[config.mk]
export PLATFORM = sky130hd
export DESIGN_NAME = hs_merge_arbiter_flat
export DESIGN_NICKNAME = d
export VERILOG_FILES = /design/src/rtl/hs_arb_pkg.sv /design/src/rtl/hs_merge_arbiter_if.sv /design/src/rtl/hs_sync.sv /design/src/rtl/hs_merge_arbiter.sv /design/src/flat_wrapper.sv
export SDC_FILE = /design/constraint.sdc
export NUM_CORES = 1
export LEC_CHECK = 0
export ABC_AREA = 0
export CELL_PAD_IN_SITES_DETAIL_PLACEMENT = 0
export CELL_PAD_IN_SITES_GLOBAL_PLACEMENT = 1
export CORE_MARGIN = 5
export CORE_UTILIZATION = 39
export DETAILED_ROUTE_END_ITERATION = 7
export MAX_ROUTING_LAYER = met4
export PLACE_DENSITY = 0.95
export SYNTH_ARGS = -nofsm -noshare
export SYNTH_HDL_FRONTEND = slang
export SYNTH_SLANG_ARGS = --single-unit
[constraint.sdc]
create_clock -name clk -period 5.8 [get_ports clk]
set_input_delay 1.45 -clock clk [delete_from_list [all_inputs] [get_ports clk]]
set_output_delay 1.45 -clock clk [all_outputs]
set_load 0.01 [all_outputs]
[src/rtl/hs_arb_pkg.sv]
// ============================================================================
//  Module   : hs_arb_pkg
//  Purpose  : Shared defaults and FSM state encoding for hs_merge_arbiter.
//  Revision : 1.0
// ============================================================================
`default_nettype none

package hs_arb_pkg;

    localparam int DEF_N           = 4;
    localparam int DEF_WIDTH       = 8;
    localparam int DEF_SYNC_STAGES = 2;

    typedef enum logic [1:0] {
        IDLE   = 2'd0,
        SEND   = 2'd1,
        RETURN = 2'd2,
        LACK   = 2'd3
    } arb_state_e;

endpackage

`default_nettype wire

[src/rtl/hs_merge_arbiter_if.sv]
// ============================================================================
//  Module   : hs_merge_arbiter_if
//  Purpose  : Four-phase input channels plus merged output channel bundle.
//  Revision : 1.0
// ============================================================================
`default_nettype none

interface hs_merge_arbiter_if
    import hs_arb_pkg::*;
#(
    parameter int N     = DEF_N,
    parameter int WIDTH = DEF_WIDTH
);

    logic [N-1:0]            lreq;
    logic [N-1:0][WIDTH-1:0] ldata;
    logic [N-1:0]            lack;
    logic                    rreq;
    logic                    rack;
    logic [WIDTH-1:0]        rdata;

    // master: the environment (senders and downstream stage); slave: the arbiter
    modport master (
        output lreq,
        output ldata,
        output rack,
        input  lack,
        input  rreq,
        input  rdata
    );

    modport slave (
        input  lreq,
        input  ldata,
        input  rack,
        output lack,
        output rreq,
        output rdata
    );

endinterface

`default_nettype wire

[src/rtl/hs_sync.sv]
// ============================================================================
//  Module   : hs_sync
//  Purpose  : Single-bit multi-flop synchronizer with async active-low reset.
//  Revision : 1.0
// ============================================================================
`default_nettype none

module hs_sync
    import hs_arb_pkg::*;
#(
    parameter int SYNC_STAGES = DEF_SYNC_STAGES
) (
    input  wire logic clk,
    input  wire logic rst_n,
    input  wire logic d,
    output logic      q
);

    logic [SYNC_STAGES-1:0] r_sync;

    always_ff @(posedge clk or negedge rst_n) begin
        if (!rst_n) begin
            r_sync <= '0;
        end else begin
            r_sync <= {r_sync[SYNC_STAGES-2:0], d};
        end
    end

    assign q = r_sync[SYNC_STAGES-1];

endmodule

`default_nettype wire

[src/rtl/hs_merge_arbiter.sv]
// ============================================================================
//  Module   : hs_merge_arbiter
//  Purpose  : Round-robin merge of N four-phase channels into one channel.
//  Revision : 1.0
// ============================================================================
`default_nettype none

module hs_merge_arbiter
    import hs_arb_pkg::*;
#(
    parameter  int N           = DEF_N,
    parameter  int WIDTH       = DEF_WIDTH,
    parameter  int SYNC_STAGES = DEF_SYNC_STAGES,
    localparam int ID_W        = (N > 1) ? $clog2(N) : 1
) (
    input  wire logic           clk,
    input  wire logic           rst_n,
    hs_merge_arbiter_if.slave   bus,
    output logic [ID_W-1:0]     grant_id,
    output logic                busy,
    output logic [15:0]         xfer_count
);

    logic [N-1:0]     lreq_s;
    logic             rack_s;

    arb_state_e       r_state;
    arb_state_e       w_state_nxt;
    logic [ID_W-1:0]  r_ptr;
    logic [ID_W-1:0]  r_grant;
    logic [N-1:0]     r_lack;
    logic             r_rreq;
    logic [WIDTH-1:0] r_rdata;
    logic [15:0]      r_count;

    logic [ID_W-1:0]  w_pick;
    logic             w_found;
    logic [N-1:0]     w_grant_oh;
    logic             w_load;
    logic             w_rreq_clr;
    logic             w_lack_set;
    logic             w_done;

    generate
        for (genvar gi = 0; gi < N; gi++) begin : g_lreq_sync
            hs_sync #(.SYNC_STAGES(SYNC_STAGES)) u_sync (
                .clk   (clk),
                .rst_n (rst_n),
                .d     (bus.lreq[gi]),
                .q     (lreq_s[gi])
            );
        end
    endgenerate

    hs_sync #(.SYNC_STAGES(SYNC_STAGES)) u_rack_sync (
        .clk   (clk),
        .rst_n (rst_n),
        .d     (bus.rack),
        .q     (rack_s)
    );

    // Search starts one past the last served channel, so that channel has lowest priority.
    always_comb begin : p_pick
        logic [ID_W-1:0] idx;
        w_pick  = r_ptr;
        w_found = 1'b0;
        idx     = r_ptr;
        for (int k = 0; k < N; k++) begin
            idx = (idx == ID_W'(N - 1)) ? '0 : idx + 1'b1;
            if (!w_found && lreq_s[idx]) begin
                w_found = 1'b1;
                w_pick  = idx;
            end
        end
    end

    always_comb begin
        w_grant_oh          = '0;
        w_grant_oh[r_grant] = 1'b1;
    end

    always_ff @(posedge clk or negedge rst_n) begin
        if (!rst_n) begin
            r_state <= IDLE;
        end else begin
            r_state <= w_state_nxt;
        end
    end

    always_comb begin
        w_state_nxt = r_state;
        w_load      = 1'b0;
        w_rreq_clr  = 1'b0;
        w_lack_set  = 1'b0;
        w_done      = 1'b0;
        case (r_state)
            IDLE: begin
                if (w_found) begin
                    w_state_nxt = SEND;
                    w_load      = 1'b1;
                end
            end
            SEND: begin
                if (rack_s) begin
                    w_state_nxt = RETURN;
                    w_rreq_clr  = 1'b1;
                end
            end
            RETURN: begin
                if (!rack_s) begin
                    w_state_nxt = LACK;
                    w_lack_set  = 1'b1;
                end
            end
            LACK: begin
                if (!lreq_s[r_grant]) begin
                    w_state_nxt = IDLE;
                    w_done      = 1'b1;
                end
            end
            default: w_state_nxt = IDLE;
        endcase
    end

    always_ff @(posedge clk or negedge rst_n) begin
        if (!rst_n) begin
            r_ptr   <= ID_W'(N - 1);
            r_grant <= '0;
            r_lack  <= '0;
            r_rreq  <= 1'b0;
            r_rdata <= '0;
            r_count <= '0;
        end else begin
            if (w_load) begin
                r_rdata <= bus.ldata[w_pick];
                r_grant <= w_pick;
                r_rreq  <= 1'b1;
            end
            if (w_rreq_clr) begin
                r_rreq <= 1'b0;
            end
            if (w_lack_set) begin
                r_lack <= w_grant_oh;
            end
            if (w_done) begin
                r_lack  <= '0;
                r_ptr   <= r_grant;
                r_count <= r_count + 16'd1;
            end
        end
    end

    assign bus.lack   = r_lack;
    assign bus.rreq   = r_rreq;
    assign bus.rdata  = r_rdata;
    assign grant_id   = r_grant;
    assign busy       = (r_state != IDLE);
    assign xfer_count = r_count;

endmodule

`default_nettype wire

[src/flat_wrapper.sv]
// flat-port wrapper written by rule: the top's interface ports become plain ports
module hs_merge_arbiter_flat import hs_arb_pkg::*;
#(
    parameter  int N           = DEF_N,
    parameter  int WIDTH       = DEF_WIDTH,
    parameter  int SYNC_STAGES = DEF_SYNC_STAGES,
    localparam int ID_W        = (N > 1) ? $clog2(N) : 1
)
  (clk, rst_n, grant_id, busy, xfer_count, bus_lreq, bus_ldata, bus_rack, bus_lack, bus_rreq, bus_rdata);
  hs_merge_arbiter_if #(.N(N), .WIDTH(WIDTH)) bus_i ();
  input  wire logic clk;
  input  wire logic rst_n;
  output logic [ID_W-1:0] grant_id;
  output logic busy;
  output logic [15:0] xfer_count;
  input wire logic [$bits(bus_i.lreq)-1:0] bus_lreq;
  input wire logic [$bits(bus_i.ldata)-1:0] bus_ldata;
  input wire logic [$bits(bus_i.rack)-1:0] bus_rack;
  output wire logic [$bits(bus_i.lack)-1:0] bus_lack;
  output wire logic [$bits(bus_i.rreq)-1:0] bus_rreq;
  output wire logic [$bits(bus_i.rdata)-1:0] bus_rdata;
  assign bus_i.lreq = bus_lreq;
  assign bus_i.ldata = bus_ldata;
  assign bus_i.rack = bus_rack;
  assign bus_lack = bus_i.lack;
  assign bus_rreq = bus_i.rreq;
  assign bus_rdata = bus_i.rdata;
  hs_merge_arbiter #(.N(N), .WIDTH(WIDTH), .SYNC_STAGES(SYNC_STAGES)) u_core (.clk(clk), .rst_n(rst_n), .bus(bus_i), .grant_id(grant_id), .busy(busy), .xfer_count(xfer_count));
endmodule
==> out/qor.log <==
[setup_path] Crit path largest cell delay 0.88 ns
[timing] RSZ-0062 raised after global routing false
[placed_design] Final Wtd Congestion 0.873
[pwr] Reg power frac 34.3%
[routing] count of vias placed by the detailed router 1864
[floorplanning] row count 28
[layout] final non-filler cell total 363
[placed_design] number of buffers added on ports 70
[routing] DRT antenna net count 0
[synth] sequential area share after synthesis 47.5%
[routing] final wirelength 5400 µm
[pwr] relative contribution of combinational cells to total power 51.9%
[synth] biggest area consumer among synthesized cells sky130_fd_sc_hd__dfrtp_1
[floorplanning] Die X-Extent 88.0 µm
[hold_path] hold path depth 0
[setup_path] Crit. End Element flop
[pwr] internal power summed over all cells 0.854 mW
[timing] pin slew with the least headroom to its limit 1.09 ns
[flow_run] number of maximum-capacitance constraint violations 0
[synth] yosys warns 0
[timing] Clock Skews 0.00825 ns
[setup_path] length in cells of the worst reg-to-reg path 7
[grt] number of antenna violations at the first check in global routing 0
[layout] share of final-layout standard cells stronger than drive strength 1 6.60%
[grt] via count of the first global-routing pass 1952
[clocking] TritonCTS buffer count 5
[synth] nets in the synthesized netlist 269
[pwr] net switching power 0.528 mW
[synth] number of register bits inferred by synthesis 45
[synth] number of enable-type register cells in the synthesized netlist 0
[grt] pin count of the biggest net entering global routing 46
[clocking] hold-fix buffer count after cts 0
[synth] Post-synth top cells sky130_fd_sc_hd__dfrtp_1 (43), sky130_fd_sc_hd__nor2_1 (25), sky130_fd_sc_hd__nand2_1 (20), sky130_fd_sc_hd__mux2i_1 (18), sky130_fd_sc_hd__a21oi_1 (11)
[floorplanning] core area 5920 µm²
[timing] Worst slew margin 27.3%
[floorplanning] num ports 71
[setup_path] required time of the critical path 6.00 ns
[setup_path] cell chain of the critical path ha_1 -> and2b_1 -> nor3b_1 -> o32a_1 -> o22ai_2 -> mux2i_1 -> a221oi_1
[hold_path] Worst Hold Class flop to flop
[routing] drt first pass iters 4
[pwr] total power 1.38 mW
[setup_path] R2R Setup Slk 2.71 ns
[clocking] total setup buffers inserted after CTS 0
[routing] Routed wire per std cell 14.9 µm
[setup_path] CP Max Fanout 17
[layout] post-layout net count 334
[placed_design] number of placed cells counting well taps 356
[routing] remaining routing DRC violations 0
[clocking] root buf cell sky130_fd_sc_hd__clkbuf_8
[clocking] later-pin clock latency in the skew report 0.30 ns
[timing] final count of negative-setup-slack endpoints 0
[clocking] count of instances resized after the clock tree is built 0
[synth] mean instance size in the synthesized netlist 10.6 µm²
[synth] proportion of register bits with asynchronous set or reset after synthesis 100%
[grt] global-route wire length before repair 9040 µm
[pwr] reported leakage power 1.38 nW
[timing] Final Hold Viols 0
[synth] Cell Area, Synth 2370 µm²
[setup_path] data arrival time of the critical path 3.28 ns
[timing] final critical-path share of the clock period 53.3%
[pwr] power density relative to cell area 437 nW/µm²
[setup_path] class of the most critical setup path flop to flop
[timing] number of max-slew violations in the final report 0
[setup_path] Crit. Startpoint u_core.r_ptr[0]$_DFFE_PN1P_
[timing] maximum clock rate 0.324 GHz
[synth] number of library cell types mapped by synthesis 47
[clocking] clk buf depth 2
[pwr] Switching Fraction 38.2%
[setup_path] reg2reg end u_core.bus.rdata[1]$_DFFE_PN0P_
[routing] per-cell via count in the routed design 5.13
[placed_design] dpl hpwl 3970 µm
[synth] library cell with the highest instance count after synthesis sky130_fd_sc_hd__dfrtp_1
[pwr] power share of the clock group 13.9%
[grt] total overflow reported by the global router 0
[floorplanning] DIE HEIGHT 88.0 µm
[setup_path] Max stage delay cell, worst path sky130_fd_sc_hd__o22ai_2
[synth] post-synthesis instance total 223
[hold_path] terminating pin of the worst hold path u_core.g_lreq_sync[3].u_sync.r_sync[1]$_DFF_PN0_
[floorplanning] die outline area 7750 µm²
[layout] Area growth syn-to-layout 33.2%
[synth] cell types occupying the most area after synthesis sky130_fd_sc_hd__dfrtp_1 (45%), sky130_fd_sc_hd__mux2i_1 (7.6%), sky130_fd_sc_hd__nor2_1 (4.0%), sky130_fd_sc_hd__ha_1 (3.7%), sky130_fd_sc_hd__xnor2_1 (3.3%)
[setup_path] worst r2r src u_core.r_ptr[0]$_DFFE_PN1P_
[setup_path] kind of start point of the critical path flop
[floorplanning] starting density of the core 40.1%
[pwr] worst IR drop on VDD 0.238 mV
[clocking] CTS tree built
[synth] prevailing post-synth register cell sky130_fd_sc_hd__dfrtp_1
[timing] total negative slack 0 ns
[clocking] clk sink count 45
[routing] count of routing violations after the opening detailed-route iteration 92
[hold_path] worst min-delay path startpoint u_core.g_lreq_sync[3].u_sync.r_sync[0]$_DFF_PN0_
[synth] fraction of synthesized cell area taken by the top area cell type 45.3%
[layout] # diodes 0
[grt] all-layer global routing usage 15.4%
[timing] final worst path period need 3.09 ns
[layout] fraction of the core area covered by cells at the end of the flow 53.4%
[clocking] clock transition time at the flip-flop clock pins of the worst setup and hold paths 0.08 ns
[outcome] outcome complete, no violations
[clocking] Max H-tree Level 2
==> cell type report <==
| type | count | area, µm² |
|---|---|---|
| Sequential cell | 45 | 1130 |
| Tap cell | 75 | 93.8 |
| Clock buffer | 7 | 86.3 |
| Fill cell | 530 | 2760 |
| Inverter | 5 | 18.8 |
| Multi-Input combinational cell | 161 | 1140 |
| Timing Repair Buffer | 70 | 696 |
==> worst max-delay path: cells and delay by family, from the launching register on <==
kind / cells / cell delay, ns
AOI/OAI and AO/OA: 3 / 1.57
adders and majority gates: 1 / 0.37
DFF: 1 / 0.58
muxes: 1 / 0.17
and+or+nand+nor: 2 / 0.31
==> power groups by stage <==
stage               sequential (mW)  combinational (mW)  clock [mW]
global route                  0.489               0.795       0.209
finish                        0.474               0.717       0.191
global placement              0.477               0.710           0
floorplan                     0.491               0.490           0
detailed placement            0.480               0.723           0
CTS                           0.475               0.727       0.198
==> state kept, by name, indices dropped and copies added, names as in the netlist <==
signal / count
u_core.bus.rreq: 1
u_core.grant_id: 2
u_core.r_state: 2
u_core.u_rack_sync.r_sync: 2
u_core.r_ptr: 2
u_core.xfer_count: 16
u_core.bus.rdata: 8
u_core.g_lreq_sync.u_sync.r_sync: 8
u_core.bus.lack: 4
==> cells by family (layout without fill, tap and decap cells) <==
kind of cell               count (synthesis)  after routing  share of synthesized area [%]
adders and majority gates                  7              7                           3.69
DFF                                       45             45                           47.5
and+or+nand+nor                           83             83                           18.7
muxes                                     20             20                           9.01
xor gates and xnor gates                  15             15                           5.53
AOI/OAI and AO/OA                         36             36                           10.8
buffers and inverters                     17             82                           4.74
==> per-stage QoR <==
stage                     hold WS (ns)  setup slack, ns  cell area, µm²
after floorplan                  0.331             3.43            2370
after global placement           0.334             2.81            3080
after detailed placement         0.335             2.71            3080
after CTS                        0.352             2.69            3160
after global routing             0.357             2.40            3160
final                            0.351             2.71            3160
==> layout by cell type, fill, tap and decap left out, types with 2 or more instances in the layout <==
cell type,netlist,final
sky130_fd_sc_hd__clkdlybuf4s50_1,0,69
sky130_fd_sc_hd__dfrtp_1,43,43
sky130_fd_sc_hd__nor2_1,25,25
sky130_fd_sc_hd__nand2_1,20,20
sky130_fd_sc_hd__mux2i_1,18,18
sky130_fd_sc_hd__a21oi_1,11,11
sky130_fd_sc_hd__xnor2_1,9,9
sky130_fd_sc_hd__a221oi_1,8,8
sky130_fd_sc_hd__ha_1,7,7
sky130_fd_sc_hd__nand3_1,6,6
sky130_fd_sc_hd__xor2_1,6,6
sky130_fd_sc_hd__clkbuf_8,0,6
sky130_fd_sc_hd__inv_1,5,5
sky130_fd_sc_hd__nand2b_1,5,5
sky130_fd_sc_hd__o21ai_0,5,5
sky130_fd_sc_hd__nand4_1,4,4
sky130_fd_sc_hd__nand3b_1,3,3
sky130_fd_sc_hd__nor3_1,3,3
sky130_fd_sc_hd__nor3b_1,3,3
sky130_fd_sc_hd__and2b_1,2,2
sky130_fd_sc_hd__a2bb2oi_1,2,2
sky130_fd_sc_hd__nor2b_1,2,2
sky130_fd_sc_hd__nor3_2,2,2
sky130_fd_sc_hd__dfstp_2,2,2
==> metal layers <==
metal / part of all wire [%] / global-route usage (%)
met1: 43 / 19.8
met2: 50 / 23.9
met4: 2.0 / 5.36
met3: 4.5 / 3.57
met5: 0 / -
==> worst max-delay path by stage <==
| stage | endpoint | slack (ns) |
|---|---|---|
| after CTS | u_core.bus.rdata[1]$_DFFE_PN0P_ | 2.69 |
| after global routing | u_core.bus.rdata[5]$_DFFE_PN0P_ | 2.40 |
| after floorplan | u_core.bus.rdata[6]$_DFFE_PN0P_ | 3.43 |
| final | u_core.bus.rdata[1]$_DFFE_PN0P_ | 2.71 |
| after global placement | u_core.bus.rdata[6]$_DFFE_PN0P_ | 2.81 |
| after detailed placement | u_core.bus.rdata[0]$_DFFE_PN0P_ | 2.71 |
Note: power is estimated with default switching activity, not from simulation.
